$ cat src/rtl/hdlc_tx_framer_if.sv
`timescale 1ns / 1ps
// hdlc_tx_framer_if
// Byte-load handshake between a payload source and the HDLC transmit framer.
//   dat_i   : payload byte, sent LSB first
//   valid_i : dat_i / last_i are valid
//   last_i  : dat_i is the final payload byte of the frame
//   ready_o : byte-load strobe from the framer; a byte moves when valid_i & ready_o
// The master modport is the payload source; the slave modport is the framer.
interface hdlc_tx_framer_if;
  logic [7:0] dat_i;
  logic       valid_i;
  logic       last_i;
  logic       ready_o;

  modport master (
    output dat_i,
    output valid_i,
    output last_i,
    input  ready_o
  );

  modport slave (
    input  dat_i,
    input  valid_i,
    input  last_i,
    output ready_o
  );
endinterface

$ cat src/rtl/hdlc_tx_framer.sv
`timescale 1ns / 1ps
// hdlc_tx_framer
// Serialises payload bytes into an HDLC frame: opening flag 0x7E, bit-stuffed payload
// (a 0 inserted after every five consecutive 1s), closing flag 0x7E. An abort sequence
// (0xFE, LSB first) replaces the rest of the frame on abort request or payload underrun.
// One line bit advances per clk_i cycle in which txen is high; nothing moves otherwise.
//
// Ports
//   clk_i      : clock, all state changes on the rising edge
//   rst_i      : synchronous active-high reset
//   txen       : bit strobe
//   frame      : frame request, a 0->1 transition (seen in txen cycles) starts a frame
//   abortframe : abort the frame in progress (opening flag or payload only)
//   byte_if    : payload byte handshake (slave side)
//   tx         : registered serial line, IDLE_BIT outside a frame
//   txdone     : one-cycle pulse once the closing flag's last bit is on the line
//   underrun_o : one-cycle pulse when a byte was needed but valid_i was low
//   busy_o     : high whenever a frame or abort sequence is in progress
module hdlc_tx_framer #(
  parameter bit IDLE_BIT = 1'b1
) (
  input  logic            clk_i,
  input  logic            rst_i,
  input  logic            txen,
  input  logic            frame,
  input  logic            abortframe,
  hdlc_tx_framer_if.slave byte_if,
  output logic            tx,
  output logic            txdone,
  output logic            underrun_o,
  output logic            busy_o
);

  localparam logic [7:0] FlagByte  = 8'h7E;
  localparam logic [7:0] AbortByte = 8'hFE;
  localparam logic [2:0] StuffRun  = 3'd5;

  typedef enum logic [2:0] {
    StIdle,
    StOpenFlag,
    StData,
    StCloseFlag,
    StAbort
  } state_e;

  state_e     state_q, state_d;
  logic [2:0] idx_q, idx_d;        // bit index within flag/abort byte or payload byte
  logic [7:0] sr_q, sr_d;          // payload shift register, bit 0 goes out next
  logic       last_q, last_d;      // byte in sr_q is the final payload byte
  logic       tail_q, tail_d;      // final byte fully sent, only its owed stuff bit remains
  logic [2:0] ones_q, ones_d;      // consecutive payload 1s on the line
  logic       frame_low_q, frame_low_d;  // previous txen-cycle sample of frame was 0
  logic       tx_q, tx_d;
  logic       txdone_q, txdone_d;
  logic       underrun_q, underrun_d;
  logic       ready;
  logic       stuff_now;
  logic [2:0] ones_inc;

  assign stuff_now = (ones_q == StuffRun);
  assign ones_inc  = sr_q[0] ? (ones_q + 3'd1) : 3'd0;

  always_comb begin
    state_d     = state_q;
    idx_d       = idx_q;
    sr_d        = sr_q;
    last_d      = last_q;
    tail_d      = tail_q;
    ones_d      = ones_q;
    frame_low_d = frame_low_q;
    tx_d        = tx_q;
    txdone_d    = 1'b0;
    underrun_d  = 1'b0;
    ready       = 1'b0;

    if (txen) begin
      frame_low_d = ~frame;
      unique case (state_q)
        StIdle: begin
          tx_d = IDLE_BIT;
          if (frame && frame_low_q && !abortframe) begin
            state_d = StOpenFlag;
            idx_d   = 3'd0;
          end
        end

        StOpenFlag: begin
          tx_d  = FlagByte[idx_q];
          idx_d = idx_q + 3'd1;
          if (idx_q == 3'd7) begin
            ready = 1'b1;
            if (byte_if.valid_i) begin
              sr_d    = byte_if.dat_i;
              last_d  = byte_if.last_i;
              ones_d  = 3'd0;
              tail_d  = 1'b0;
              state_d = StData;
            end else begin
              underrun_d = 1'b1;
              state_d    = StAbort;
            end
          end
          if (abortframe) begin
            state_d = StAbort;
            idx_d   = 3'd0;
          end
        end

        StData: begin
          if (stuff_now) begin
            // Inserted zero: consumes no payload bit and restarts the run.
            tx_d   = 1'b0;
            ones_d = 3'd0;
            if (tail_q) begin
              state_d = StCloseFlag;
              idx_d   = 3'd0;
            end
          end else begin
            tx_d   = sr_q[0];
            sr_d   = {1'b0, sr_q[7:1]};
            ones_d = ones_inc;
            idx_d  = idx_q + 3'd1;
            if (idx_q == 3'd7) begin
              if (last_q) begin
                // A run of five ending the payload still owes its stuff bit.
                if (ones_inc == StuffRun) begin
                  tail_d = 1'b1;
                end else begin
                  state_d = StCloseFlag;
                  idx_d   = 3'd0;
                end
              end else begin
                ready = 1'b1;
                if (byte_if.valid_i) begin
                  sr_d   = byte_if.dat_i;
                  last_d = byte_if.last_i;
                end else begin
                  underrun_d = 1'b1;
                  state_d    = StAbort;
                  idx_d      = 3'd0;
                end
              end
            end
          end
          if (abortframe) begin
            state_d = StAbort;
            idx_d   = 3'd0;
          end
        end

        StCloseFlag: begin
          tx_d  = FlagByte[idx_q];
          idx_d = idx_q + 3'd1;
          if (idx_q == 3'd7) begin
            state_d  = StIdle;
            txdone_d = 1'b1;
          end
        end

        StAbort: begin
          tx_d  = AbortByte[idx_q];
          idx_d = idx_q + 3'd1;
          if (idx_q == 3'd7) begin
            state_d = StIdle;
          end
        end

        default: begin
          state_d = StIdle;
          tx_d    = IDLE_BIT;
        end
      endcase
    end
  end

  always_ff @(posedge clk_i) begin
    if (rst_i) begin
      state_q     <= StIdle;
      idx_q       <= 3'd0;
      sr_q        <= 8'd0;
      last_q      <= 1'b0;
      tail_q      <= 1'b0;
      ones_q      <= 3'd0;
      // Cleared so a frame level already high at reset release is not taken as an edge.
      frame_low_q <= 1'b0;
      tx_q        <= IDLE_BIT;
      txdone_q    <= 1'b0;
      underrun_q  <= 1'b0;
    end else begin
      state_q     <= state_d;
      idx_q       <= idx_d;
      sr_q        <= sr_d;
      last_q      <= last_d;
      tail_q      <= tail_d;
      ones_q      <= ones_d;
      frame_low_q <= frame_low_d;
      tx_q        <= tx_d;
      txdone_q    <= txdone_d;
      underrun_q  <= underrun_d;
    end
  end

  assign byte_if.ready_o = ready & ~rst_i;
  assign tx              = tx_q;
  assign txdone          = txdone_q;
  assign underrun_o      = underrun_q;
  assign busy_o          = (state_q != StIdle);

endmodule

$ cat src/flat_wrapper.sv
// flat-port wrapper written by rule: the top's interface ports become plain ports
module hdlc_tx_framer_flat 
#(
  parameter bit IDLE_BIT = 1'b1
)
  (clk_i, rst_i, txen, frame, abortframe, tx, txdone, underrun_o, busy_o, byte_if_dat_i, byte_if_valid_i, byte_if_last_i, byte_if_ready_o);
  hdlc_tx_framer_if byte_if_i ();
  input  logic clk_i;
  input  logic rst_i;
  input  logic txen;
  input  logic frame;
  input  logic abortframe;
  output logic tx;
  output logic txdone;
  output logic underrun_o;
  output logic busy_o;
  input wire logic [$bits(byte_if_i.dat_i)-1:0] byte_if_dat_i;
  input wire logic [$bits(byte_if_i.valid_i)-1:0] byte_if_valid_i;
  input wire logic [$bits(byte_if_i.last_i)-1:0] byte_if_last_i;
  output wire logic [$bits(byte_if_i.ready_o)-1:0] byte_if_ready_o;
  assign byte_if_i.dat_i = byte_if_dat_i;
  assign byte_if_i.valid_i = byte_if_valid_i;
  assign byte_if_i.last_i = byte_if_last_i;
  assign byte_if_ready_o = byte_if_i.ready_o;
  hdlc_tx_framer #(.IDLE_BIT(IDLE_BIT)) u_core (.clk_i(clk_i), .rst_i(rst_i), .txen(txen), .frame(frame), .abortframe(abortframe), .byte_if(byte_if_i), .tx(tx), .txdone(txdone), .underrun_o(underrun_o), .busy_o(busy_o));
endmodule
$ cat config.mk
export PLATFORM = sky130hd
export DESIGN_NAME = hdlc_tx_framer_flat
export DESIGN_NICKNAME = d
export VERILOG_FILES = /design/src/rtl/hdlc_tx_framer_if.sv /design/src/rtl/hdlc_tx_framer.sv /design/src/flat_wrapper.sv
export SDC_FILE = /design/constraint.sdc
export NUM_CORES = 1
export LEC_CHECK = 0
export CAP_MARGIN = 15
export CORE_ASPECT_RATIO = 2
export CORE_MARGIN = 5
export CORE_UTILIZATION = 52
export CTS_CLUSTER_DIAMETER = 200
export DETAILED_ROUTE_END_ITERATION = 7
export GPL_ROUTABILITY_DRIVEN = 0
export PLACE_DENSITY = 0.78
export SYNTH_ARGS = -nofsm -noshare
export SYNTH_HDL_FRONTEND = slang
export SYNTH_SLANG_ARGS = --single-unit
export TNS_END_PERCENT = 100
$ cat constraint.sdc
create_clock -name clk_i -period 2.4 [get_ports clk_i]
set_input_delay 0.48 -clock clk_i [delete_from_list [all_inputs] [get_ports clk_i]]
set_output_delay 0.48 -clock clk_i [all_outputs]
set_load 0.01 [all_outputs]
Word level (Yosys, flattened, before mapping) --
Memory sizes are Yosys's and may differ from the RTL's. A register that Yosys moved wholly into a read port is not among the register bits. Cells that the tools add are included.
Storage, ports and cells: register bits after elaboration 23, bits in read-only memories 16, output and inout bits 5, word-level logic and storage cells 126, memories kept 2
Operators by class: add/subtract/negate cells 2, $lt $le $gt $ge 1, equal/unequal tests 20, muxes and demuxes 69, bitwise logic cells 5, reduce and logical (&&, ||, !) cells 17
Memories:
- (name not given) | depth 8, bits a word 1, rd ports 1, clocked after Yosys merged registers in 1, write ports 0, line hdlc_tx_framer.sv:88 | tx_d = FlagByte[idx_q];
- (name not given) | depth 8, bits a word 1, rd ports 1, clocked after Yosys merged registers in 1, write ports 0, line hdlc_tx_framer.sv:161 | tx_d = AbortByte[idx_q];
Operators with widths (count):
- $mux W3 | 29
- $mux W8 | 6
- $mux W1 | 25
- $pmux W3 S4 | 2
- $pmux W8 S2 | 1
- $reduce_and A8 Y1 | 2
- $eq A3 B3 Y1 const B | 4
- $ne A2 B1 Y1 const B | 6
- $pmux W1 S2 | 4
- $reduce_and A4 Y1 | 2
- $add A3 B1 Y3 const B | 2
- $eq A3 B2 Y1 const B | 2
- $pmux W3 S2 | 1
- $reduce_and A6 Y1 | 1
- $reduce_or A2 Y1 | 3
- $ne A5 B3 Y1 const B | 1
- $ne A5 B5 Y1 const B | 1
- $reduce_and A5 Y1 | 1
- $lt A3 B4 Y1 const B | 1
- $ne A2 B2 Y1 const B | 2
- $ne A4 B2 Y1 const B | 1
- $ne A4 B3 Y1 const B | 1
- $not A1 Y1 | 4
- $reduce_bool A4 Y1 | 1
- other kinds (10) | 11

Longest topological paths before layout --
depth in word-level cells 11, mapped depth 8

Least setup slack after synthesis --
No wires, ideal clock.
path type register -> register, start point register u_core.idx_q[0], end point register u_core.sr_q[6], arrival 1.865 ns, required time 2.314 ns, setup slack 0.450 ns, cell stages (with the launch flop) 9, path buffers 1, path through dfxtp_1 ha_1 ha_1 nand4b_1 a211o_1 a31oi_4 buf_6 nor2_1 a211oi_1
On the way: word-level cells in the longest chain between the ends 4
Ends and longest elaborated chain:
- start, declared | line hdlc_tx_framer.sv:47 | logic [2:0] idx_q, idx_d;
- start signal, assigned | line hdlc_tx_framer.sv:191 | idx_q <= idx_d;
- $eq A3 B3 Y1 (*) | line hdlc_tx_framer.sv:90, hdlc_tx_framer.sv:123
- $mux W8 | line hdlc_tx_framer.sv:123 | if (idx_q == 3'd7) begin
- $mux W8 | line hdlc_tx_framer.sv:110 | if (stuff_now) begin
- $pmux W8 S2 | line hdlc_tx_framer.sv:78 | unique case (state_q)
- end signal, assigned | line hdlc_tx_framer.sv:192 | sr_q <= sr_d;
- end, declared | line hdlc_tx_framer.sv:48 | logic [7:0] sr_q, sr_d;
Mark *: on every way between the ends. The rest lies on a longest branch, timed or not. The select of a mux whose other input is x is not followed. A chain may end at the register's enable or synchronous reset.

Worst setup path after layout --
start point register u_core.state_q[1], end point output port byte_if_ready_o
On the way: word-level cells in the longest chain between the ends 4
Ends and longest elaborated chain:
- start, declared | line hdlc_tx_framer.sv:46 | state_e state_q, state_d;
- start signal, assigned | line hdlc_tx_framer.sv:178 | state_q <= StIdle;
- start signal, assigned | line hdlc_tx_framer.sv:190 | state_q <= state_d;
- $eq A3 B2 Y1 or $eq A3 B1 Y1 (tied branches) | line hdlc_tx_framer.sv:78
- $pmux W1 S2 (*) | line hdlc_tx_framer.sv:78
- $mux W1 (*) | line hdlc_tx_framer.sv:76 | if (txen) begin
- $and A1 B1 Y1 (*) | line hdlc_tx_framer.sv:203 | assign byte_if.ready_o = ready & ~rst_i;
- end, declared | line flat_wrapper.sv:20 | output wire logic [$bits(byte_if_i.ready_o)-1:0] byte_if_ready_o;
Mark *: on every way between the ends. The rest lies on a longest branch, timed or not.

==> results by group <==
Critical path
  – FF-to-FF Start: u_core.idx_q[0]
  – CP arrival: between 1500 and 2000 ps
  – CP endpoint kind: output port
  – Reg2reg end: u_core.ones_q[2]
  – Startpoint types: flip-flop
  – Crit Path Class: reg2out
  – Reg-to-reg slack, setup: about 220 ps
  – Worst Path Max Fanout: 4
  – CP required: approximately 1900 ps
  – Worst r2r path cells: 7

Final layout
  – Area grow syn2layout: 22.06%
  – Non-filler cells, final: approximately 230
  – Nets: around 220
  – N_diodes: 0
  – Fin util: 0.6552
  – Share of layout cells above drive strength 1: 0.1313
  – Fin area: 1793 um^2
  – Commonest cells after routing, fill and taps aside: 25 x dfxtp_1, 18 x clkdlybuf4s50_1, 16 x a21oi_1
  – Commonest non-fill, non-tap cell in the layout: dfxtp_1

Die
  – IO Pins: 20
  – Chip Width: about 48 um
  – Die Ht: between 80 and 90 um
  – Die area: 4052 um^2
  – # rows: 27
  – Initial Utilization: 0.5368
  – Core box area: between 2000 and 3000 um^2

CTS
  – CTS Buf Count: 3
  – Max Buffers Root-to-Sink: 2
  – Clock insertion delay at the later pin of the skew report: ~260 ps
  – Clock tree from TritonCTS: yes
  – H-tree Lvls: 1
  – Reg clk slew, reported paths: around 80 ps
  – Postcts setup bufs: 0
  – CTS root buf: clkbuf_8
  – Post-CTS Hold Buffers: 0
  – # clock sinks: 25

Synth
  – Synth area leaders: dfxtp_1 34%, a21oi_1 5.5%, mux2i_1 4.8%
  – Post-synth top area cell: dfxtp_1
  – Synth Area in Simple Gates: 0.2624
  – Yosys reg bits: 25
  – Ys flop type: dfxtp_1
  – Synth Instances: 172
  – Yosys top cell area share: 0.3407
  – Compound-gate portion of the synthesized area: 0.2538
  – Synth Area in Adders: 0.03407
  – Net Count, Synth: between 150 and 200
  – Multiplexer area fraction after synthesis: 0.04770
  – Syn Std Cell Area: ~1500 um^2
  – Asr flop ratio synth: 0
  – Average size of a mapped cell: 8.540 um^2
  – Main combinational cell family by area after synthesis: simple AND/OR/NAND/NOR gates
  – YS warnings: 0
  – EDFF count, synth: 0
  – Distinct cells, synth: slightly above 50
  – Register area share after synthesis: 0.3407
  – Synth Area in XOR/XNOR: 0.005963

Power
  – P_leak: approximately 0.7 nW
  – Total power after layout: 0.8787 mW
  – P per Cell Area: just under 500 nW/um^2
  – Sw power: around 0.24 mW
  – Internal Pwr Total: 0.6345 mW
  – Peak supply drop: roughly 0.49 mV
  – Switch share: 0.2780
  – Gate power share: 0.230
  – Clock power frac: 0.279
  – Flop pwr share: 0.491

Run
  – Max cap viols: 0

Detailed routing
  – Initial DRC Count: between 40 and 50
  – # DRC: 0
  – Total number of vias: 1376
  – Drt pass-1 iters: 4
  – Routed Antenna Nets: 0
  – Via-to-Cell Ratio: between 6 and 7
  – Wire per inst: ~15 um
  – Routed Wire Length: 3356 um

Global routing
  – Antenna violations before repair: 0
  – Largest net degree at the start of global routing: 26
  – Total GRT Usage: 0.1817
  – Vias in the first global route: roughly 1400
  – Total grt overflow: 0
  – First-pass GRT wire length: ~5600 um

Timing
  – Fin. Hold Viols: 0
  – RSZ-0062 raised after global routing: false
  – Setup Skew: ~1.7 ps
  – Min Hold Slack: between 400 and 500 ps
  – Setup TNS Final: 0 ps
  – Final period util: 0.9496
  – Setup ws final: roughly 120 ps
  – Slew HR: 0.7293
  – Final Slew Violations: 0
  – Highest Clock Rate: ~440 MHz
  – Endpoints failing setup: 0
  – Slew @ Worst Pin: ~400 ps
  – Min Tclk post-route: 2279 ps

Worst hold path
  – Worst Hold End: u_core.sr_q[7]
  – Hold crit path type: reg2reg
  – Worst Hold Launch: u_core.sr_q[7]
  – Min-Delay Path Depth: 2

Placed design
  – Post-DP HPWL: 2557 um
  – Dpl cell area: 1743 um^2
  – Dpl cells: 223
  – IO Port Bufs: 19
  – Worst slack at placement: -148.7 ps

Outcome
  – Outcome: completed
## power by group through the flow
stage | combinational [mW] | sequential, mW | clock, mW
2_1_floorplan | 0.123 | 0.442 | 0
3_3_place_gp | 0.190 | 0.440 | 0
3_5_place_dp | 0.197 | 0.441 | 0
4_1_cts | 0.198 | 0.432 | 0.252
5_1_grt | 0.217 | 0.433 | 0.273
6_report | 0.202 | 0.431 | 0.245
## cell type report
type                            count  area [um^2]
Timing Repair Buffer               30        285.3
Tap cell                           29        36.28
Sequential cell                    25        500.5
Clock buffer                        4        45.04
Inverter                            9        33.78
Multi-Input combinational cell    130        892.1
Fill cell                         247        943.4
## cells in the mapped netlist, types with 2 or more instances
cell	instances
nand2b_1	8
nor3_1	9
clkbuf_1	4
a21oi_1	16
o22ai_1	2
mux2i_1	7
ha_1	4
nand2_1	11
nand4b_1	3
nor2_1	14
o21ai_1	4
inv_1	9
o21ai_0	3
a211oi_1	8
buf_6	2
dfxtp_1	25
nor3b_1	2
buf_2	2
nand3_1	7
## flip-flops by register name, summed over array words and instances, names as in the netlist, named ones only
register / count
u_core.state_q: 3
u_core.tail_q: 1
u_core.last_q: 1
u_core.ones_q: 3
u_core.txdone: 1
u_core.underrun_o: 1
u_core.frame_low_q: 1
u_core.idx_q: 3
u_core.tx: 1
u_core.sr_q: 8
## metal layers
layer	wire length (um)	GRT usage
met1	1294	0.2003
met2	1738	0.3093
met3	181	0.02123
met4	142	0.1054
met5	0	0
## critical path, stage by stage (launching register included)
cell and delay (ps):
dfxtp_1 340, or3b_4 420, or2_2 320, a21boi_1 190, clkdlybuf4s15_1 260
## what timing repair did
action / in CTS / in global routing
endpoints found under the setup margin: 1 / 1
cloned: 0 / 0
pin swaps: 0 / 0
gates resized for setup: 1 / 2
## worst max-delay path by stage
stage | startpoint | endpoint | slack (ps) | cells past startpoint
global route | u_core.ones_q[1] | byte_if_ready_o | 10 | 6
finish | u_core.state_q[1] | byte_if_ready_o | 120 | 4
detailed placement | txen | byte_if_ready_o | -150 | 5
global placement | txen | byte_if_ready_o | -80 | 5
floorplan | u_core.idx_q[0] | u_core.sr_q[6] | 450 | 8
CTS | u_core.state_q[1] | byte_if_ready_o | 100 | 4
## cell families (layout without fill, tap and decap cells)
| logic type | count (synthesis) | in the layout |
|---|---|---|
| buffers and inverters | 17 | 43 |
| AO/OA/AOI/OAI | 50 | 50 |
| multiplexers | 7 | 7 |
| XOR/XNOR | 1 | 1 |
| AND/OR/NAND/NOR | 68 | 68 |
| flip-flops | 25 | 25 |
| adder cells (fa/ha/maj) | 4 | 4 |
Power figures use the tool's default switching activity.
==> variant (config.mk and constraints unchanged) <==
`sr_q` no longer has a reset.
--- a/src/rtl/hdlc_tx_framer.sv
+++ b/src/rtl/hdlc_tx_framer.sv
@@ -178,5 +178,4 @@
       state_q     <= StIdle;
       idx_q       <= 3'd0;
-      sr_q        <= 8'd0;
       last_q      <= 1'b0;
       tail_q      <= 1'b0;
@@ -190,5 +189,4 @@
       state_q     <= state_d;
       idx_q       <= idx_d;
-      sr_q        <= sr_d;
       last_q      <= last_d;
       tail_q      <= tail_d;
@@ -201,4 +199,8 @@
   end
 
+  always_ff @(posedge clk_i) begin
+    sr_q <= sr_d;
+  end
+
   assign byte_if.ready_o = ready & ~rst_i;
   assign tx              = tx_q;
Behaviour: no difference found for any inputs over 10 cycles, from zero or initial values and one cycle with rst_i high; that may be too few to reach the edited logic, so the function may still have changed.
==> variant against the original RTL <==
- synthesized area decreased by 3.3%
- total power increased by 3.5%
- final area decreased by 3.3%
- wire length increased by 1.5%
- setup slack improved by 0.083 ns
- die area decreased by 2.8%
- sequential share of layout area increased by 5.6 points
- sequential cell count unchanged
- critical path type unchanged
- critical endpoint unchanged
- highest routed layer unchanged
==> variant: results <==
[logic_synthesis]
yosysWarnings = 0
async_flop_share = 0
syn-num-nets = 168
synth_area_leaders = "dfxtp_1 24%, edfxtp_1 17%, mux2_2 5.6%"
ys_seq_area_frac = 0.409
syn_area_per_cell_um2 = 9.53
synth_edf_count = 8
yosysUniqueCellTypes = 49
synth-main-ff-cell = "dfxtp_1"
synth_commonest_cells = "17 x dfxtp_1, 16 x nand2_1, 11 x a21oi_1"

[routing]
num_vias = 1276
routed.top_layer = "met4"
dr.pass1.iters = 4
dr_wl_met3_um = 154
routed_wirelength_um = 3410
wl_met2_um = 1900
drt_iter0_drc = 26
wl_met1_um = 1150

[global_routing]
grt_use_met1 = 0.188
use_met2 = 0.368
met3_usage = 0.0302
grt_usage = 0.198
grt_first_pass_wirelength_um = 5730
grt_max_degree = 14

[clock_network]
clkTransAtPathRegs_ns = 0.08
numCtsBuffers = 3
cts_buffer_depth = 2
clk_latency_ns = 0.27

[placed_design]
place_area_mm2 = 0.00168
post-place-ws_ns = 0.0219
dp_hpwl_um = 2780

[finish]
num-nets-final = 196
largest_reg_flops = 8
stdcell_count = 205
drive_gt1_frac = 0.182
n_fill_cell = 248
antennaDiodeCount = 0
regMostFlops = "u_core.sr_q"
area_growth_pct = 22.1

[power]
ir_worst_vdd_mv = 0.330
p_leak_nw = 0.624

[critical_path]
cpPeakStageDelay_ns = 0.36
worstPathArrival_ns = 1.72
cp_slowest_cell = "dfxtp_1"
crit_family = "compound AO/OA/AOI/OAI gates"

[sta]
max_slew_margin = 0.725
finalClockSkew_ns = 0.00256

[min_path]
hold_path.class = "reg2reg"

[status]
status = "finished, final reports clean"
==> variant: changes by cell type after synthesis, sizes merged, moves of 2 or more <==
cell,unedited run,this run
edfxtp,0,8
a21oi,16,11
nor2,15,5
and2,1,3
a211oi,8,3
nand2,11,16
mux2,0,7
nor3,9,7
mux2i,7,0
clkbuf,4,2
dfxtp,25,17
nand3,7,5
nand2b,8,4
==> variant: kinds of logic (layout without fill, tap and decap cells) <==
family          count (synthesis)  in the layout  synth area share
compound gates                 41             41             0.211
mux                             7              7            0.0555
xor+xnor                        1              1           0.00617
flops                          25             25             0.409
fa+ha+maj                       4              4            0.0352
buf+inv                        15             42            0.0520
simple gates                   56             56             0.232
==> variant: what timing repair did <==
item / in CTS / in global routing
hold buffers: 0 / 0
buffers inserted: 0 / 0
resized for setup: 1 / 2
setup endpoints to repair: 1 / 1
==> variant: final timing paths <==
kind                                  startpoint               to  slack [ns]  cells after the start
worst max-delay path            u_core.ones_q[1]  byte_if_ready_o        0.20                      6
worst min-delay path                   u_core.tx        u_core.tx        0.49                      2
worst max register to register  u_core.ones_q[0]             flop        0.36                      7
worst min register to register         u_core.tx        u_core.tx        0.49                      2
==> variant: worst min-delay path, stage by stage, from the launching register on <==
cell	delay (ns)
dfxtp_1	0.34
o22ai_1	0.07
nand2_1	0.06
==> variant: area by class of cell <==
| type | count | share of cell area |
|---|---|---|
| inverters | 9 | 0.0195 |
| repair buffers | 29 | 0.152 |
| well taps | 29 | 0.0209 |
| multi-input cells | 109 | 0.447 |
| flip-flops and latches | 25 | 0.335 |
| clock buffers | 4 | 0.0260 |
==> variant: where the power goes <==
group / leakage [nW] / internal [mW] / switching [mW]
Clock: 0.0228 / 0.119 / 0.126
Combinational: 0.392 / 0.0981 / 0.106
Sequential: 0.209 / 0.446 / 0.0139
